--- src/rtl/pwls_multi_pkg.sv ---
// Shared encodings for the multi-channel waveform sequencer: channel modes,
// config register addresses and the noise LFSR constants.
package pwls_multi_pkg;

    typedef enum logic [1:0] {
        MODE_OFF    = 2'd0,
        MODE_SAW    = 2'd1,
        MODE_SQUARE = 2'd2,
        MODE_NOISE  = 2'd3
    } mode_e;

    typedef enum logic [1:0] {
        ADDR_FREQ      = 2'd0,
        ADDR_AMP       = 2'd1,
        ADDR_MODE      = 2'd2,
        ADDR_PHASE_CLR = 2'd3
    } cfg_addr_e;

    localparam logic [15:0] LFSR_TAPS = 16'hB400;
    localparam logic [15:0] LFSR_SEED = 16'h0001;

    // Galois form: shift right, fold the taps in when a one falls out
    function automatic logic [15:0] lfsr_step(input logic [15:0] s);
        return s[0] ? ((s >> 1) ^ LFSR_TAPS) : (s >> 1);
    endfunction

endpackage

--- src/rtl/pwls_wave_scale.sv ---
// Shared wave shaper and amplitude scaler used by every channel slot.
// Noise mode is only live when PWLS_MULTI_NOISE_EN is defined.
module pwls_wave_scale
    import pwls_multi_pkg::*;
#(
    parameter int BITS = 12
) (
    input  logic [BITS-1:0]        w,
    input  mode_e                  mode,
    input  logic [7:0]             amp,
`ifdef PWLS_MULTI_NOISE_EN
    input  logic [BITS-1:0]        noise,
`endif
    output logic signed [BITS-1:0] contrib
);

    logic [BITS-1:0]        wave;
    logic                   wave_on;
    logic signed [BITS-1:0] wave_s;
    logic signed [BITS+7:0] product;

    always_comb begin
        wave    = '0;
        wave_on = 1'b0;
        case (mode)
            MODE_SAW: begin
                wave    = w;
                wave_on = 1'b1;
            end
            MODE_SQUARE: begin
                wave    = {BITS{w[BITS-1]}};
                wave_on = 1'b1;
            end
            MODE_NOISE: begin
`ifdef PWLS_MULTI_NOISE_EN
                wave    = noise;
                wave_on = 1'b1;
`endif
            end
            default: ;
        endcase
    end

    // Offset-binary to two's complement; |product| < 2^(BITS+7) so BITS+8 bits suffice
    assign wave_s  = $signed({~wave[BITS-1], wave[BITS-2:0]});
    assign product = (BITS+8)'(wave_s) * (BITS+8)'($signed({1'b0, amp}));
    assign contrib = wave_on ? BITS'(product >>> 8) : '0;

endmodule

--- src/rtl/pwls_multi_channel_seq.sv ---
// Time-multiplexed oscillator bank: channels share one wave/scale datapath and
// are mixed into one sample per frame. Optional noise mode: PWLS_MULTI_NOISE_EN.
module pwls_multi_channel_seq
    import pwls_multi_pkg::*;
#(
    parameter int NUM_CHANNELS       = 4,
    parameter int CYCLES_PER_CHANNEL = 4,
    parameter int BITS               = 12,
    parameter int PHASE_BITS         = 16,
    parameter int MANTISSA_BITS      = 10,
    parameter int OCT_BITS           = 3
) (
    input  logic                                       clk,
    input  logic                                       rst_n,
    input  logic                                       cfg_we,
    input  logic [3:0]                                 cfg_chan,
    input  logic [1:0]                                 cfg_addr,
    input  logic [15:0]                                cfg_data,
    output logic signed [BITS+$clog2(NUM_CHANNELS)-1:0] sample_out,
    output logic                                       sample_valid,
    output logic [3:0]                                 cur_chan
);

    localparam int SUB_W  = $clog2(CYCLES_PER_CHANNEL);
    localparam int CH_W   = (NUM_CHANNELS > 1) ? $clog2(NUM_CHANNELS) : 1;
    localparam int ACC_W  = BITS + $clog2(NUM_CHANNELS);
    localparam int FREQ_W = OCT_BITS + MANTISSA_BITS;

    localparam logic [SUB_W-1:0] SUB_LAST   = SUB_W'(CYCLES_PER_CHANNEL - 1);
    localparam logic [3:0]       CHAN_LAST  = 4'(NUM_CHANNELS - 1);
    localparam logic [4:0]       CHAN_COUNT = 5'(NUM_CHANNELS);

    logic [SUB_W-1:0]      sub;
    logic [PHASE_BITS-1:0] phase [NUM_CHANNELS];
    logic [FREQ_W-1:0]     freq  [NUM_CHANNELS];
    logic [7:0]            amp   [NUM_CHANNELS];
    mode_e                 mode  [NUM_CHANNELS];
    logic signed [ACC_W-1:0] acc;

    logic                    slot_end;
    logic                    frame_end;
    logic [CH_W-1:0]         cur_idx;
    logic [CH_W-1:0]         cfg_idx;
    logic                    cfg_hit;
    cfg_addr_e               cfg_sel;
    logic [PHASE_BITS-1:0]   cur_phase;
    logic [FREQ_W-1:0]       cur_freq;
    logic [PHASE_BITS-1:0]   inc;
    logic signed [BITS-1:0]  contrib;
    logic signed [ACC_W-1:0] contrib_ext;

`ifdef PWLS_MULTI_NOISE_EN
    logic [15:0] lfsr;
`endif

    assign slot_end  = (sub == SUB_LAST);
    assign frame_end = slot_end && (cur_chan == CHAN_LAST);
    assign cur_idx   = cur_chan[CH_W-1:0];
    assign cfg_idx   = cfg_chan[CH_W-1:0];
    assign cfg_hit   = cfg_we && ({1'b0, cfg_chan} < CHAN_COUNT);
    assign cfg_sel   = cfg_addr_e'(cfg_addr);

    assign cur_phase = phase[cur_idx];
    assign cur_freq  = freq[cur_idx];
    // Increment {1,mantissa} << oct wraps naturally in the phase width
    assign inc = PHASE_BITS'({1'b1, cur_freq[MANTISSA_BITS-1:0]}) << cur_freq[FREQ_W-1 -: OCT_BITS];

    // Slot and channel counters define the frame schedule
    always_ff @(posedge clk or negedge rst_n) begin
        if (!rst_n) begin
            sub      <= '0;
            cur_chan <= '0;
        end else if (slot_end) begin
            sub      <= '0;
            cur_chan <= (cur_chan == CHAN_LAST) ? 4'd0 : cur_chan + 4'd1;
        end else begin
            sub <= sub + SUB_W'(1);
        end
    end

    // Per-channel configuration; writes land one cycle after the strobe, so a
    // write during a channel's update cycle only affects its next update
    always_ff @(posedge clk or negedge rst_n) begin
        if (!rst_n) begin
            for (int i = 0; i < NUM_CHANNELS; i++) begin
                freq[i] <= '0;
                amp[i]  <= '0;
                mode[i] <= MODE_OFF;
            end
        end else if (cfg_hit) begin
            case (cfg_sel)
                ADDR_FREQ: freq[cfg_idx] <= FREQ_W'(cfg_data);
                ADDR_AMP:  amp[cfg_idx]  <= 8'(cfg_data);
                ADDR_MODE: mode[cfg_idx] <= mode_e'(2'(cfg_data));
                default:   ;
            endcase
        end
    end

    // Phase accumulators; a clear beats a same-cycle advance
    always_ff @(posedge clk or negedge rst_n) begin
        if (!rst_n) begin
            for (int i = 0; i < NUM_CHANNELS; i++) begin
                phase[i] <= '0;
            end
        end else begin
            for (int i = 0; i < NUM_CHANNELS; i++) begin
                if (cfg_hit && (cfg_sel == ADDR_PHASE_CLR) && (cfg_idx == CH_W'(i))) begin
                    phase[i] <= '0;
                end else if (slot_end && (cur_idx == CH_W'(i))) begin
                    phase[i] <= phase[i] + inc;
                end
            end
        end
    end

    pwls_wave_scale #(
        .BITS (BITS)
    ) u_wave_scale (
        .w       (cur_phase[PHASE_BITS-1 -: BITS]),
        .mode    (mode[cur_idx]),
        .amp     (amp[cur_idx]),
`ifdef PWLS_MULTI_NOISE_EN
        .noise   (lfsr[BITS-1:0]),
`endif
        .contrib (contrib)
    );

    assign contrib_ext = ACC_W'(contrib);

    // Mixer: the last channel's contribution goes straight into the output
    always_ff @(posedge clk or negedge rst_n) begin
        if (!rst_n) begin
            acc          <= '0;
            sample_out   <= '0;
            sample_valid <= 1'b0;
        end else begin
            sample_valid <= frame_end;
            if (frame_end) begin
                sample_out <= acc + contrib_ext;
                acc        <= '0;
            end else if (slot_end) begin
                acc <= acc + contrib_ext;
            end
        end
    end

`ifdef PWLS_MULTI_NOISE_EN
    // One noise word per frame, shared by all channels in noise mode
    always_ff @(posedge clk or negedge rst_n) begin
        if (!rst_n) begin
            lfsr <= LFSR_SEED;
        end else if (frame_end) begin
            lfsr <= lfsr_step(lfsr);
        end
    end
`endif

endmodule

--- config.mk ---
export PLATFORM = sky130hd
export DESIGN_NAME = pwls_multi_channel_seq
export DESIGN_NICKNAME = d
export VERILOG_FILES = /design/src/rtl/pwls_multi_pkg.sv /design/src/rtl/pwls_wave_scale.sv /design/src/rtl/pwls_multi_channel_seq.sv
export SDC_FILE = /design/constraint.sdc
export NUM_CORES = 1
export LEC_CHECK = 0
export ABC_AREA = 1
export ABC_CLOCK_PERIOD_IN_PS = 8000
export CAP_MARGIN = 10
export CORE_UTILIZATION = 35
export DETAILED_ROUTE_END_ITERATION = 7
export SYNTH_ARGS = -nofsm -noshare
export SYNTH_HDL_FRONTEND = slang
export SYNTH_SLANG_ARGS = --single-unit
--- constraint.sdc ---
create_clock -name clk -period 8 [get_ports clk]
set_input_delay 2.4 -clock clk [delete_from_list [all_inputs] [get_ports clk]]
set_output_delay 2.4 -clock clk [all_outputs]
set_load 0.01 [all_outputs]
==> report_table.html, run 1 <==
<table>
<tr><th>Metric</th><th>Value</th></tr>
<tr><th colspan="2">Worst hold path</th></tr>
<tr><td>Worst min-delay path category</td><td>flop to flop</td></tr>
<tr><th colspan="2">GRT</th></tr>
<tr><td>Vias in the first global route</td><td>12969</td></tr>
<tr><td>Global-route wire length before repair</td><td>~66000 um</td></tr>
<tr><td>GRT Resource Usage Total</td><td>0.188</td></tr>
<tr><td>Number of antenna violations at the first check in global routing</td><td>0</td></tr>
<tr><td>Total congestion overflow after global routing</td><td>0</td></tr>
<tr><td>Largest net degree at the start of global routing</td><td>77</td></tr>
<tr><th colspan="2">Critical path</th></tr>
<tr><td>Critical path's slowest cell</td><td>sky130_fd_sc_hd__fa_1</td></tr>
<tr><td>Critical-path maximum fanout</td><td>14</td></tr>
<tr><td>CP peak stage delay</td><td>0.54 ns</td></tr>
<tr><td>Data required time at the worst endpoint</td><td>roughly 8.4 ns</td></tr>
<tr><td>Kind of start point of the critical path</td><td>flop</td></tr>
<tr><td>Kind of end point of the critical path</td><td>flop</td></tr>
<tr><td>Path type of the worst setup path</td><td>flop to flop</td></tr>
<tr><td>Worst Path Arrival</td><td>7.77 ns</td></tr>
<tr><td>Most Frequent Cell on Critical Path</td><td>sky130_fd_sc_hd__nand2_1</td></tr>
<tr><th colspan="2">STA</th></tr>
<tr><td>Hold Vio Cnt, Final</td><td>0</td></tr>
<tr><td>Slew Viols, Final</td><td>0</td></tr>
<tr><td>Final critical-path share of the clock period</td><td>0.927</td></tr>
<tr><td>Remaining max-slew budget at the tightest pin</td><td>0.139</td></tr>
<tr><td>Setup violation total in the final timing report</td><td>0</td></tr>
<tr><td>Period minus WS final</td><td>7.42 ns</td></tr>
<tr><td>Worst Clk Skew</td><td>0.0185 ns</td></tr>
<tr><td>Setup repair after global routing missed its margin</td><td>no</td></tr>
<tr><td>Final total negative setup slack</td><td>0 ns</td></tr>
<tr><td>Tightest Pin Transition</td><td>1.28 ns</td></tr>
<tr><td>Achievable Freq</td><td>0.135 GHz</td></tr>
<tr><th colspan="2">Pwr</th></tr>
<tr><td>Clock share of power</td><td>0.198</td></tr>
<tr><td>Net switching component of the power</td><td>2.00 mW</td></tr>
<tr><td>Static leakage</td><td>8.34 nW</td></tr>
<tr><td>Share of total power in sequential cells</td><td>0.303</td></tr>
<tr><td>Total Power Consumption</td><td>between 4 and 5 mW</td></tr>
<tr><td>Switching share of power</td><td>0.442</td></tr>
<tr><td>Total power density per cell area</td><td>269 nW/um^2</td></tr>
<tr><td>Maximum VDD drop</td><td>0.160 mV</td></tr>
<tr><td>Int Pwr</td><td>around 2.5 mW</td></tr>
<tr><td>Combinational group share of total power</td><td>0.500</td></tr>
<tr><th colspan="2">Synthesis</th></tr>
<tr><td>Cell type contributing the most total cell area after synthesis</td><td>sky130_fd_sc_hd__dfrtp_1</td></tr>
<tr><td>Number of enable-type register cells in the synthesized netlist</td><td>0</td></tr>
<tr><td>Net Count, Synth</td><td>2163</td></tr>
<tr><td>Cell count after synthesis</td><td>1943</td></tr>
<tr><td>Predominant post-synthesis flop cell</td><td>sky130_fd_sc_hd__dfrtp_1</td></tr>
<tr><td>Async set-or-reset flop fraction in the synthesized netlist</td><td>1.00</td></tr>
<tr><td>Synthesized area per cell</td><td>slightly below 8 um^2</td></tr>
<tr><td>Synthesis Warnings</td><td>0</td></tr>
<tr><td>Top cell types by occurrence after synthesis</td><td>474 x sky130_fd_sc_hd__nand2_1, 217 x sky130_fd_sc_hd__o21ai_0, 203 x sky130_fd_sc_hd__inv_1</td></tr>
<tr><td>Number of synthesized register bits</td><td>~190</td></tr>
<tr><td>Number of distinct standard cells referenced by the synthesized netlist</td><td>50</td></tr>
<tr><td>Fraction of post-synthesis cell area in the top cell type by area</td><td>0.315</td></tr>
<tr><td>Proportion of synthesized chip area in sequential cells</td><td>0.315</td></tr>
<tr><td>Combined area of all synthesized cells</td><td>15200 um^2</td></tr>
<tr><td>Most used standard cell by instance count after synthesis</td><td>sky130_fd_sc_hd__nand2_1</td></tr>
<tr><td>Largest cells by area after synthesis</td><td>sky130_fd_sc_hd__dfrtp_1 32%, sky130_fd_sc_hd__nand2_1 12%, sky130_fd_sc_hd__fa_1 11%</td></tr>
<tr><th colspan="2">Clock tree</th></tr>
<tr><td>Root buf cell</td><td>sky130_fd_sc_hd__clkbuf_16</td></tr>
<tr><td>Number of buffers on the longest clock path</td><td>2</td></tr>
<tr><td>Setup bufs post-CTS</td><td>0</td></tr>
<tr><td>TritonCTS Buffers</td><td>17</td></tr>
<tr><td>Number of sinks on the clock net</td><td>around 190</td></tr>
<tr><td>Total number of H-tree levels</td><td>4</td></tr>
<tr><td>Clock tree from TritonCTS</td><td>done</td></tr>
<tr><td>Skew-Pair Late Insertion Delay</td><td>0.46 ns</td></tr>
<tr><td>Clock transition at path regs</td><td>0.09 ns</td></tr>
<tr><th colspan="2">Job</th></tr>
<tr><td>Count of max-cap constraint violations</td><td>0</td></tr>
<tr><th colspan="2">Outcome</th></tr>
<tr><td>Run status</td><td>completed</td></tr>
<tr><th colspan="2">Detailed routing</th></tr>
<tr><td>Post-DR vias/cell</td><td>5.10</td></tr>
<tr><td>Starting DRC count in detailed routing</td><td>952</td></tr>
<tr><td>Total number of vias</td><td>13053</td></tr>
<tr><td>DR pass1 iterations</td><td>6</td></tr>
<tr><td>Post-Route WL</td><td>39300 um</td></tr>
<tr><td>Post-detailed-route count of antenna-violating nets</td><td>0</td></tr>
<tr><td>Routed wirelength normalized by instance count</td><td>15.4 um</td></tr>
<tr><td>Residual DRC count</td><td>0</td></tr>
<tr><th colspan="2">Die</th></tr>
<tr><td>Horizontal extent of the die</td><td>210 um</td></tr>
<tr><td>Std-Cell Rows</td><td>75</td></tr>
<tr><td>DIE AREA</td><td>44100 um^2</td></tr>
<tr><td>Starting density of the core</td><td>0.358</td></tr>
<tr><td>Floorplan die height</td><td>210 um</td></tr>
<tr><td>I/O pins</td><td>44</td></tr>
<tr><td>Placeable Area</td><td>42300 um^2</td></tr>
<tr><th colspan="2">Final layout</th></tr>
<tr><td>Count of antenna diodes in the layout</td><td>0</td></tr>
<tr><td>Filler instances</td><td>4381</td></tr>
<tr><td>Number of nets in the final layout</td><td>2187</td></tr>
<tr><td>Fraction of final layout cells with drive strength greater than 1</td><td>0.0601</td></tr>
<tr><td>Synth-to-Final Area Change</td><td>11.0%</td></tr>
<tr><th colspan="2">Placement</th></tr>
<tr><td>Gp weighted congestion</td><td>0.884</td></tr>
<tr><td>Port Buffer Count</td><td>40</td></tr>
<tr><td>HPWL after detailed placement</td><td>29800 um</td></tr>
</table>
-- critical path: cells and delay by family (launching register included) --
kind | cells | cell delay (ns)
AO/OA/AOI/OAI | 7 | 1.47
buffers and inverters | 9 | 0.91
flip-flops | 1 | 0.47
AND/OR/NAND/NOR | 14 | 1.40
adder cells (fa/ha/maj) | 7 | 3.04
-- final timing paths --
check	from	endpoint	slack (ns)	cells after the start
max in group asynchronous	rst_n	cur_chan[0]	4.67	2
min in group asynchronous	rst_n	phase[33]	1.97	1
worst min-delay path	sub[0]	sub[0]	0.44	1
worst max-delay path	cur_chan[0]	sample_out[11]	0.58	37
worst min register to register	sub[0]	sub[0]	0.44	1
worst max register to register	cur_chan[0]	sample_out[11]	0.58	37
-- cell type report --
class	instances	area [um^2]	share of cell area
sequential	191	4780	0.284
tap	577	722	0.0429
inverter	213	802	0.0477
timing repair buffer	61	574	0.0341
clock inverter	15	189	0.0112
multi-input combinational	1483	9330	0.555
clock buffer	17	425	0.0253
-- power by group through the flow --
stage / Clock [mW] / Sequential (mW) / Combinational, mW
final: 0.894 / 1.37 / 2.26
after detailed placement: 0 / 1.38 / 2.23
after CTS: 0.922 / 1.37 / 2.25
after global placement: 0 / 1.38 / 2.20
after global routing: 0.959 / 1.40 / 2.58
after floorplan: 0 / 1.35 / 1.71
-- state kept, by name, indices dropped and copies added, names as in the netlist --
name	flops
phase	64
sample_out	14
sample_valid	1
freq	52
mode	8
acc	14
sub	2
amp	32
cur_chan	4
-- cells in the final DEF (no fill, tap or decap), drive strengths merged, types with 4 or more instances in the layout --
cell | Yosys | layout
a22o | 16 | 16
fa | 80 | 80
o22ai | 9 | 9
a32oi | 11 | 11
inv | 212 | 220
buf | 22 | 21
dfrtp | 191 | 191
xnor2 | 19 | 19
o211ai | 8 | 8
nor2 | 171 | 171
a21oi | 137 | 137
nand4 | 4 | 4
clkbuf | 34 | 18
nand3 | 85 | 85
nor3 | 9 | 9
xor2 | 28 | 28
clkinv | 1 | 7
a31oi | 6 | 6
a211oi | 7 | 7
clkdlybuf4s50 | 0 | 39
o31ai | 16 | 16
ha | 115 | 115
nand2 | 481 | 481
or2 | 27 | 27
o2111ai | 9 | 9
o21ai | 225 | 225
a21o | 5 | 5
-- repair_timing --
| action | 4_1_cts | 5_1_grt |
|---|---|---|
| hold buffers | 0 | 0 |
| setup endpoints to repair | 0 | 10 |
| resized for setup | 0 | 3 |
-- per-layer routing --
layer	up-vias	global-route usage	routed length, um
met5	-	0	0
met4	0	0.0604	838
met3	49	0.0237	1510
met2	268	0.307	18100
met1	6262	0.259	18900
li1	6474	-	-
-- cell families after synthesis --
| family | count (synthesis) | synth area share |
|---|---|---|
| adders and majority gates | 195 | 0.201 |
| xor gates and xnor gates | 47 | 0.0272 |
| DFF | 191 | 0.315 |
| AOI/OAI and AO/OA | 459 | 0.175 |
| buffers and inverters | 269 | 0.0698 |
| and+or+nand+nor | 782 | 0.212 |
-- per-stage QoR --
stage	hold WS [ns]	cell area, um^2	worst slack [ns]	cells	utilization
after floorplan	0.403	15200	0.545	1943	-
after global placement	0.415	16200	0.516	2525	0.383
after CTS	0.441	16800	0.393	2557	0.397
final	0.441	16800	0.581	2557	0.398
after detailed placement	0.429	16200	0.452	2525	0.383
after global routing	0.475	16800	0.00233	2557	0.398
Power figures use the tool's default switching activity.
==> run 2: changes to the inputs <==
- CAP_MARGIN: 10 -> 20
- CORE_UTILIZATION: 35 -> 64
- PLACE_DENSITY: unset -> 0.82
==> report_table.html, run 2 (synthesis gave the netlist of run 1 again) <==
<table>
<tr><th>Metric</th><th>Value</th></tr>
<tr><th colspan="2">Final layout</th></tr>
<tr><td>Leading cell types in the layout, fill and taps excluded</td><td>474 x sky130_fd_sc_hd__nand2_1, 217 x sky130_fd_sc_hd__o21ai_0, 203 x sky130_fd_sc_hd__inv_1</td></tr>
<tr><td>Number of nets in the final layout</td><td>2188 (+0.046%)</td></tr>
<tr><td>Leading registers by flop count</td><td>phase: 64 flops, freq: 52 flops, amp: 32 flops</td></tr>
<tr><td>Post-route standard cell area excluding fillers</td><td>16600 um^2 (-1.5%)</td></tr>
<tr><td>Most common cell after layout, fill and taps aside</td><td>sky130_fd_sc_hd__nand2_1</td></tr>
<tr><td>Count of antenna diodes in the layout</td><td>0 (unchanged)</td></tr>
<tr><td>Filler instances</td><td>1782 (-59%)</td></tr>
<tr><td>Register containing the most flip-flops in the final layout</td><td>phase</td></tr>
<tr><td>Largest register FFs</td><td>64 (unchanged)</td></tr>
<tr><td>Synth-to-Final Area Change</td><td>9.35%</td></tr>
<tr><td>Fraction of final layout cells with drive strength greater than 1</td><td>0.0611 (+0.000979)</td></tr>
<tr><th colspan="2">Detailed routing</th></tr>
<tr><td>Post-detailed-route count of antenna-violating nets</td><td>0 (unchanged)</td></tr>
<tr><td>Total number of vias</td><td>13476 (+3.2%)</td></tr>
<tr><td>Post-Route WL</td><td>38800 um (-1.4%)</td></tr>
<tr><td>Post-DR vias/cell</td><td>5.87 (+15%)</td></tr>
<tr><td>Routed wirelength normalized by instance count</td><td>16.9 um (+10%)</td></tr>
<tr><td>DR pass1 iterations</td><td>8 (+2)</td></tr>
<tr><td>Starting DRC count in detailed routing</td><td>1433 (+51%)</td></tr>
<tr><td>Residual DRC count</td><td>0 (unchanged)</td></tr>
<tr><th colspan="2">Clock tree</th></tr>
<tr><td>Root buf cell</td><td>sky130_fd_sc_hd__clkbuf_16</td></tr>
<tr><td>Total number of H-tree levels</td><td>4 (unchanged)</td></tr>
<tr><td>Clock transition at path regs</td><td>0.10 ns (about the same)</td></tr>
<tr><td>Number of buffers on the longest clock path</td><td>2 (unchanged)</td></tr>
<tr><td>Clock tree from TritonCTS</td><td>done</td></tr>
<tr><td>Number of hold buffers added after cts</td><td>0 (unchanged)</td></tr>
<tr><td>Skew-Pair Late Insertion Delay</td><td>0.46 ns (about the same)</td></tr>
<tr><td>TritonCTS Buffers</td><td>17 (unchanged)</td></tr>
<tr><td>Number of sinks on the clock net</td><td>191 (unchanged)</td></tr>
<tr><th colspan="2">Worst hold path</th></tr>
<tr><td>Worst min-delay path category</td><td>flop to flop</td></tr>
<tr><th colspan="2">Die</th></tr>
<tr><td>Std-Cell Rows</td><td>55 (-27%)</td></tr>
<tr><td>Starting density of the core</td><td>0.661 (+0.303)</td></tr>
<tr><td>I/O pins</td><td>44 (unchanged)</td></tr>
<tr><td>Horizontal extent of the die</td><td>156 um (-26%)</td></tr>
<tr><td>DIE AREA</td><td>24300 um^2 (-45%)</td></tr>
<tr><td>Placeable Area</td><td>22900 um^2 (-46%)</td></tr>
<tr><td>Floorplan die height</td><td>156 um (-26%)</td></tr>
<tr><th colspan="2">Pwr</th></tr>
<tr><td>Share of total power in sequential cells</td><td>0.296 (-0.007)</td></tr>
<tr><td>Maximum VDD drop</td><td>0.201 mV (+26%)</td></tr>
<tr><td>Static leakage</td><td>8.36 nW (+0.22%)</td></tr>
<tr><td>Combinational group share of total power</td><td>0.501 (about the same)</td></tr>
<tr><td>Total power density per cell area</td><td>281 nW/um^2 (+4.5%)</td></tr>
<tr><td>Switching share of power</td><td>0.456 (+0.0146)</td></tr>
<tr><td>Net switching component of the power</td><td>2.13 mW (+6.3%)</td></tr>
<tr><td>Int Pwr</td><td>2.53 mW (+0.27%)</td></tr>
<tr><td>Clock share of power</td><td>0.203 (+0.005)</td></tr>
<tr><th colspan="2">STA</th></tr>
<tr><td>Remaining max-slew budget at the tightest pin</td><td>0.191 (+0.0517)</td></tr>
<tr><td>Final worst hold slack</td><td>0.441 ns (-0.000343 ns)</td></tr>
<tr><td>Period minus WS final</td><td>7.41 ns (-0.0104 ns)</td></tr>
<tr><td>Worst Clk Skew</td><td>0.0197 ns (+0.00124 ns)</td></tr>
<tr><td>Final total negative setup slack</td><td>0 ns (unchanged)</td></tr>
<tr><td>Final critical-path share of the clock period</td><td>0.926 (-0.00130)</td></tr>
<tr><td>Slew Viols, Final</td><td>0 (unchanged)</td></tr>
<tr><td>Tightest Pin Transition</td><td>1.20 ns (-0.0768 ns)</td></tr>
<tr><td>Hold Vio Cnt, Final</td><td>0 (unchanged)</td></tr>
<tr><td>Setup violation total in the final timing report</td><td>0 (unchanged)</td></tr>
<tr><td>Achievable Freq</td><td>0.135 GHz (+0.14%)</td></tr>
<tr><td>Setup repair after global routing missed its margin</td><td>no</td></tr>
<tr><th colspan="2">GRT</th></tr>
<tr><td>Number of antenna violations at the first check in global routing</td><td>0 (unchanged)</td></tr>
<tr><td>Vias in the first global route</td><td>12951 (-0.14%)</td></tr>
<tr><td>GRT Resource Usage Total</td><td>0.339 (+0.151)</td></tr>
<tr><td>Global-route wire length before repair</td><td>64300 um (-2.5%)</td></tr>
<tr><td>Total congestion overflow after global routing</td><td>0 (unchanged)</td></tr>
<tr><td>Largest net degree at the start of global routing</td><td>114 (+48%)</td></tr>
<tr><th colspan="2">Critical path</th></tr>
<tr><td>Most Frequent Cell on Critical Path</td><td>sky130_fd_sc_hd__inv_1</td></tr>
<tr><td>Crit path buf inv count</td><td>10 (+1)</td></tr>
<tr><td>Critical-path maximum fanout</td><td>13 (-1)</td></tr>
<tr><td>Data required time at the worst endpoint</td><td>8.41 ns (+0.06 ns)</td></tr>
<tr><td>Family of cells with the greatest summed delay on the critical path</td><td>adder cells</td></tr>
<tr><td>Kind of start point of the critical path</td><td>flop</td></tr>
<tr><td>Critical path's slowest cell</td><td>sky130_fd_sc_hd__fa_1</td></tr>
<tr><td>Path type of the worst setup path</td><td>flop to flop</td></tr>
<tr><td>Worst Path Arrival</td><td>7.82 ns (+0.05 ns)</td></tr>
<tr><td>Kind of end point of the critical path</td><td>flop</td></tr>
<tr><td>CP peak stage delay</td><td>0.76 ns (+0.22 ns)</td></tr>
<tr><th colspan="2">Placement</th></tr>
<tr><td>HPWL after detailed placement</td><td>27900 um (-6.2%)</td></tr>
<tr><td>Port Buffer Count</td><td>40 (unchanged)</td></tr>
<tr><td>Gp weighted congestion</td><td>0.920 (+4.1%)</td></tr>
<tr><td>Post-DP Area</td><td>15900 um^2 (-2.1%)</td></tr>
<tr><th colspan="2">Outcome</th></tr>
<tr><td>Run status</td><td>completed</td></tr>
<tr><th colspan="2">Job</th></tr>
<tr><td>Count of max-cap constraint violations</td><td>0 (unchanged)</td></tr>
</table>
[run 2: changes by cell type in the layout (fill, tap and decap cells not counted), moves of 2 or more]
cell and change:
sky130_fd_sc_hd__inv_12 +5, sky130_fd_sc_hd__inv_8 -3, sky130_fd_sc_hd__a32oi_1 -2, sky130_fd_sc_hd__a32oi_2 +2
sky130_fd_sc_hd__inv_16 +2, sky130_fd_sc_hd__inv_6 -2
[run 2: power by group through the flow]
stage / registers (mW) / clock network [mW] / logic (mW)
floorplan: 1.35 / 0 / 1.71
global placement: 1.38 / 0 / 2.20
detailed placement: 1.39 / 0 / 2.26
CTS: 1.37 / 0.951 / 2.29
global route: 1.41 / 0.990 / 2.64
finish: 1.38 / 0.946 / 2.33
[run 2: area by class of cell]
class | count | area [um^2] | area share
clock buffers | 17 | 425 | 0.0257
multi-input cells | 1483 | 9360 | 0.565
inverters | 213 | 802 | 0.0484
repair buffers | 62 | 586 | 0.0353
clock inverters | 15 | 231 | 0.0140
well taps | 313 | 392 | 0.0236
flip-flops and latches | 191 | 4780 | 0.288
[run 2: layer usage]
| metal | global-route usage | vias up | routed length, um |
|---|---|---|---|
| met3 | 0.0433 | 58 | 2860 |
| met5 | 0 | - | 0 |
| met1 | 0.498 | 6430 | 17600 |
| met2 | 0.522 | 511 | 17600 |
| li1 | - | 6477 | - |
| met4 | 0.108 | 0 | 704 |
[run 2: metrics by stage]
step	cells	setup WS [ns]	total power, mW	utilization
after floorplan	1943	0.545	3.06	-
after global placement	2260	0.666	3.58	0.692
after detailed placement	2261	0.553	3.64	0.692
after CTS	2293	0.501	4.62	0.721
after global routing	2294	0.000821	5.04	0.723
final	2294	0.591	4.66	0.723
[run 2: timing repair]
action | CTS | global route
setup buffers | 0 | 0
endpoints found under the setup margin | 0 | 8
gates resized for setup | 0 | 8
[run 2: final timing paths]
check	startpoint	end	slack [ns]	cells past startpoint
max	cur_chan[0]	sample_out[13]	0.59	36
min	sub[0]	sub[0]	0.44	1
max reg2reg	cur_chan[0]	sample_out[13]	0.59	36
min reg2reg	sub[0]	sub[0]	0.44	1
max in group asynchronous	rst_n	cur_chan[0]	4.73	2
min in group asynchronous	rst_n	phase[33]	2.01	1
